### config.mk
export PLATFORM = sky130hd
export DESIGN_NAME = permutation_result_collector
export DESIGN_NICKNAME = d
export VERILOG_FILES = /design/src/rtl/permutation_result_collector.sv
export SDC_FILE = /design/constraint.sdc
export NUM_CORES = 1
export LEC_CHECK = 0
export ABC_AREA = 1
export CAP_MARGIN = 20
export CORE_ASPECT_RATIO = 1.25
export CORE_MARGIN = 8
export CORE_UTILIZATION = 59
export DETAILED_ROUTE_END_ITERATION = 16
export MAX_ROUTING_LAYER = met4
export PLACE_DENSITY = 0.77
export SYNTH_ARGS = -nofsm -noshare
export SYNTH_HDL_FRONTEND = slang
export SYNTH_SLANG_ARGS = --single-unit
### constraint.sdc
create_clock -name clk -period 8 [get_ports clk]
set_input_delay 1.6 -clock clk [delete_from_list [all_inputs] [get_ports clk]]
set_output_delay 1.6 -clock clk [all_outputs]
set_load 0.01 [all_outputs]
### src/rtl/permutation_result_collector.sv
// Folds per-permutation results of one bot back into a single total and queues
// {total, count, sideband} in a show-ahead FIFO with valid/ready and occupancy.
module permutation_result_collector #(
    parameter int RESULT_WIDTH     = 48,
    parameter int EXTRA_DATA_WIDTH = 12,
    parameter int DEPTH_LOG2       = 4
) (
    input  logic                          clk,
    input  logic                          rst,
    input  logic                          resultValid,
    input  logic [RESULT_WIDTH-1:0]       resultIn,
    input  logic [2:0]                    selectedPermutationIn,
    input  logic [5:0]                    validPermutesIn,
    input  logic [EXTRA_DATA_WIDTH-1:0]   extraDataIn,
    output logic [RESULT_WIDTH+2:0]       totalOut,
    output logic [2:0]                    permCountOut,
    output logic [EXTRA_DATA_WIDTH-1:0]   extraDataOut,
    output logic                          outValid,
    input  logic                          outReady,
    output logic [DEPTH_LOG2:0]           fifoFullness,
    output logic                          protocolError,
    output logic                          overflowError
);
    localparam int TOTAL_WIDTH = RESULT_WIDTH + 3;
    localparam int ENTRY_WIDTH = TOTAL_WIDTH + 3 + EXTRA_DATA_WIDTH;
    localparam int DEPTH       = 1 << DEPTH_LOG2;

    typedef enum logic {
        IDLE,
        BURST
    } state_t;

    state_t                        state_q;
    logic [TOTAL_WIDTH-1:0]        acc_q;
    logic [2:0]                    count_q;
    logic [5:0]                    mask_q;
    logic [5:0]                    remaining_q;
    logic [EXTRA_DATA_WIDTH-1:0]   extra_q;
    logic                          protocol_error_q;
    logic                          overflow_error_q;

    logic [ENTRY_WIDTH-1:0]        mem_q [DEPTH];
    logic [DEPTH_LOG2-1:0]         wr_ptr_q;
    logic [DEPTH_LOG2-1:0]         rd_ptr_q;
    logic [DEPTH_LOG2:0]           fill_q;
    logic [DEPTH_LOG2:0]           fill_d;

    logic [5:0]                    perm_bit;
    logic [5:0]                    ref_mask;
    logic [5:0]                    remaining_d;
    logic                          is_first;
    logic                          beat_legal;
    logic                          burst_done;
    logic [TOTAL_WIDTH-1:0]        sum_d;
    logic [2:0]                    count_d;
    logic                          fifo_full;
    logic                          pop;
    logic                          push_ok;
    logic [ENTRY_WIDTH-1:0]        head;

    // Mask bit (5-p) flags permutation p; out-of-range p selects no bit.
    genvar gi;
    generate
        for (gi = 0; gi < 6; gi++) begin : g_perm_bit
            assign perm_bit[gi] = (selectedPermutationIn == 3'(5 - gi));
        end
    endgenerate

    // Lowest pending permutation is the highest set mask bit; 7 when none.
    function automatic logic [2:0] lowest_perm(input logic [5:0] m);
        logic [2:0] p;
        p = 3'd7;
        for (int i = 0; i < 6; i++) begin
            if (m[i]) begin
                p = 3'(5 - i);
            end
        end
        return p;
    endfunction

    always_comb begin
        is_first    = (state_q == IDLE);
        ref_mask    = is_first ? validPermutesIn : remaining_q;
        beat_legal  = (validPermutesIn != 6'd0)
                   && (selectedPermutationIn == lowest_perm(ref_mask))
                   && (is_first || ((validPermutesIn == mask_q) && (extraDataIn == extra_q)));
        remaining_d = ref_mask & ~perm_bit;
        sum_d       = (is_first ? '0 : acc_q) + TOTAL_WIDTH'(resultIn);
        count_d     = is_first ? 3'd1 : count_q + 3'd1;
        burst_done  = resultValid && beat_legal && (remaining_d == 6'd0);
    end

    always_ff @(posedge clk) begin
        if (rst) begin
            state_q          <= IDLE;
            acc_q            <= '0;
            count_q          <= '0;
            mask_q           <= '0;
            remaining_q      <= '0;
            extra_q          <= '0;
            protocol_error_q <= 1'b0;
        end else if (resultValid) begin
            if (!beat_legal) begin
                state_q          <= IDLE;
                acc_q            <= '0;
                count_q          <= '0;
                remaining_q      <= '0;
                protocol_error_q <= 1'b1;
            end else if (remaining_d == 6'd0) begin
                state_q     <= IDLE;
                acc_q       <= '0;
                count_q     <= '0;
                remaining_q <= '0;
            end else begin
                state_q     <= BURST;
                acc_q       <= sum_d;
                count_q     <= count_d;
                remaining_q <= remaining_d;
                mask_q      <= validPermutesIn;
                extra_q     <= extraDataIn;
            end
        end
    end

    // A push into a full FIFO is still accepted when the head leaves this cycle.
    always_comb begin
        fifo_full = (fill_q == (DEPTH_LOG2+1)'(DEPTH));
        pop       = (fill_q != '0) && outReady;
        push_ok   = burst_done && (!fifo_full || pop);
        fill_d    = fill_q;
        if (push_ok && !pop) begin
            fill_d = fill_q + 1'b1;
        end else if (!push_ok && pop) begin
            fill_d = fill_q - 1'b1;
        end
    end

    always_ff @(posedge clk) begin
        if (rst) begin
            wr_ptr_q         <= '0;
            rd_ptr_q         <= '0;
            fill_q           <= '0;
            overflow_error_q <= 1'b0;
        end else begin
            if (push_ok) begin
                wr_ptr_q <= wr_ptr_q + 1'b1;
            end
            if (pop) begin
                rd_ptr_q <= rd_ptr_q + 1'b1;
            end
            if (burst_done && !push_ok) begin
                overflow_error_q <= 1'b1;
            end
            fill_q <= fill_d;
        end
    end

    always_ff @(posedge clk) begin
        if (push_ok) begin
            mem_q[wr_ptr_q] <= {sum_d, count_d, extraDataIn};
        end
    end

    // Storage is never reset, so the head is masked while the FIFO is empty.
    always_comb begin
        head = (fill_q != '0) ? mem_q[rd_ptr_q] : '0;
    end

    assign totalOut      = head[ENTRY_WIDTH-1 -: TOTAL_WIDTH];
    assign permCountOut  = head[EXTRA_DATA_WIDTH +: 3];
    assign extraDataOut  = head[EXTRA_DATA_WIDTH-1:0];
    assign outValid      = (fill_q != '0);
    assign fifoFullness  = fill_q;
    assign protocolError = protocol_error_q;
    assign overflowError = overflow_error_q;

endmodule
==> flow_metrics.tcl <==
set metrics [dict create \
    outcome "complete, no violations" \
    seq_area_frac_synth 0.686 \
    grt_pass1_vias 34500 \
    clk_latency_ns 0.69 \
    power_frac_comb 0.253 \
    yosys_warnings 0 \
    min_path_type "flop to flop" \
    start_util 0.593 \
    grt_overflow 0 \
    clk_pin_slew_worst_paths_ns 0.07 \
    core-area_mm2 0.0827 \
    synth_area_per_cell_um2 11.5 \
    synth_ff_type "edfxtp_1" \
    place.gp.congestion 0.974 \
    slew_headroom 0.186 \
    timing_hold_violations_final 0 \
    fin_area_mm2 0.0551 \
    slew_viol_final 0 \
    cts_max_path_buffers 3 \
    grt_max_degree 195 \
    gr-usage-met3 0.0382 \
    maxCapViolCount 0 \
    ant_nets 0 \
    cp.required_ns 6.40 \
    fillers 5959 \
    cts_tree "yes" \
    drcViolationCount 0 \
    grt_pass1_wl_mm 203 \
    cpLargestDelayFamily "buffers and inverters" \
    internal_power_mw 10.6 \
    dp_hpwl_mm 79.6 \
    top_usage_layer "met2" \
    viasPerCell 6.33 \
    power_density_mw_per_mm2 282 \
    endpoint_kind "output port" \
    tightest_slew_ns 1.22 \
    rows 118 \
    io_pins 147 \
    tns_ns 0 \
    die_w_um 274 \
    area_growth_pct 12.2 \
    ys_types 42 \
    power.share.switching 0.317 \
    num_vias 34900 \
    cts_hold_buffers 0 \
    grt_util_all_layers 0.293 \
    final_common_cell "edfxtp_1" \
    synth_edf_count 1056 \
    start_kind "flop" \
    drive_above_1_share 0.0616 \
    path_class "flop to output port" \
    fmax_mhz 161 \
    irDropWorstVdd_v 0.000227 \
    mostFrequentLayoutCells "1056 x edfxtp_1, 679 x nor2_1, 595 x o21ai_0, 515 x nand2_1, 207 x inv_1" \
    htreeDepth 3 \
    port_buffers 146 \
    post_cts_buffers 0 \
    initialDrtViolationCount 4011 \
    cp_cell_sequence "inv_8 > buf_4 > o21ai_0 > o221ai_1 > nand3_1 > a21oi_1 > clkdlybuf4s50_1" \
    path_max_fanout 194 \
    antenna_found_initial 2 \
    synth_nets 4413 \
    synth_seq_cells 1154 \
    use_met2 0.469 \
    crit_slowest_cell "inv_8" \
    multi_input_area_mm2 0.0137 \
    die_area_mm2 0.0927 \
    grtUsageMet1 0.367 \
    dr.pass1.iters 6 \
    rr_startpoint "state_q" \
    crit_arrival_ns 4.63 \
    power_frac_seq 0.433 \
    setup_viol 0 \
    seq_area_mm2 0.0337 \
    netlist_area_mm2 0.0491 \
    power_mw 15.5 \
    fin_crit_ns 6.23 \
    hold_start "remaining_q[5]" \
    dieHeight_um 338 \
    clock_skew_ns 0.0493 \
    wirelength_mm 136 \
    switchingPower_mw 4.92 \
    syn_inst 4279 \
    post-route-period-util 0.778 \
    path_buf_inv 3 \
    cts_buffers 103 \
    post_cts_resized 0 \
    cts_sinks 1154 \
    fin_nets 4477 \
    p_clk_frac 0.314 \
    r2r_slack_ns 3.66 \
    synthArstFlopShare 0 \
    wl_per_cell_um 24.7 \
    place_area_mm2 0.0517 \
    p_leak_nw 19.0 \
    rsz0062_at_grt "false" \
    max_stage_delay_ns 0.78 \
    root_buffer "clkbuf_16" \
]
-- Yosys cell counts (6+ instances only) --
cell type  instances  share of area
edfxtp_1        1056           0.65
nor2_1           695          0.053
o21ai_0          595          0.061
nand2_1          515          0.039
clkbuf_1         217          0.017
inv_1            211          0.016
a21oi_1          205          0.021
o221ai_1         186          0.033
nand3_1          105          0.011
dfxtp_1           98          0.040
o211ai_1          81          0.012
o22ai_1           79          0.010
ha_1              59          0.015
xor2_1            38         0.0068
nand4_1           25         0.0032
buf_1             22         0.0017
buf_2             14         0.0014
nor3_1            12         0.0012
o21bai_1           8         0.0012
xnor2_1            7         0.0012
nand2_2            6        0.00077
-- per-stage QoR --
stage	worst slack (ns)	hold WS, ns	util	instances
after floorplan	1.95	0.419	-	4279
after global placement	2.18	0.430	0.624	5309
after detailed placement	2.11	0.440	0.625	5314
after CTS	1.82	0.451	0.665	5508
after global routing	1.61	0.482	0.666	5513
final	1.77	0.453	0.666	5513
-- worst min-delay path: stages (launching register included) --
cell and delay [ns]:
dfxtp_1 0.31, nand2_1 0.06, nor2_1 0.04
-- logic make-up after synthesis --
family	Yosys count	share of synthesized area
simple gates	1380	0.112
compound gates	1166	0.140
flops	1154	0.686
buf+inv	473	0.0374
fa+ha+maj	61	0.0159
xor+xnor	45	0.00803
-- layout make-up --
cell class,count,area share
clock buffers,145,0.0528
clock inverters,49,0.00786
diodes,1,0.0000455
repair buffers,217,0.0387
flip-flops and latches,1154,0.612
multi-input cells,2652,0.249
well taps,1080,0.0245
inverters,215,0.0150
-- worst paths after layout --
kind / cells after the start / to
max: 7 / totalOut[19]
min: 2 / remaining_q[5]
max reg2reg: 13 / mem_q[10][65]
min reg2reg: 2 / remaining_q[5]
-- power groups by stage --
stage | clock, mW | sequential (mW) | combinational [mW]
after global routing | 5.14 | 6.73 | 4.21
after detailed placement | 0 | 6.86 | 3.88
after CTS | 4.92 | 6.73 | 3.91
after global placement | 0 | 6.85 | 3.80
final | 4.89 | 6.73 | 3.93
after floorplan | 0 | 6.76 | 2.25
-- per-layer routing --
layer	wire length (um)	share of wire
met4	7030	0.052
met5	0	0
met1	50600	0.37
met3	12200	0.089
met2	66200	0.49
-- flip-flops by register name, indices dropped and copies added (netlist names), named ones only --
register,flops
state_q,1
count_q,3
wr_ptr_q,4
rd_ptr_q,4
extra_q,12
overflowError,1
mem_q,1056
protocolError,1
mask_q,6
acc_q,51
fifoFullness,5
remaining_q,6
No activity file was read; power rests on OpenSTA's default activity.
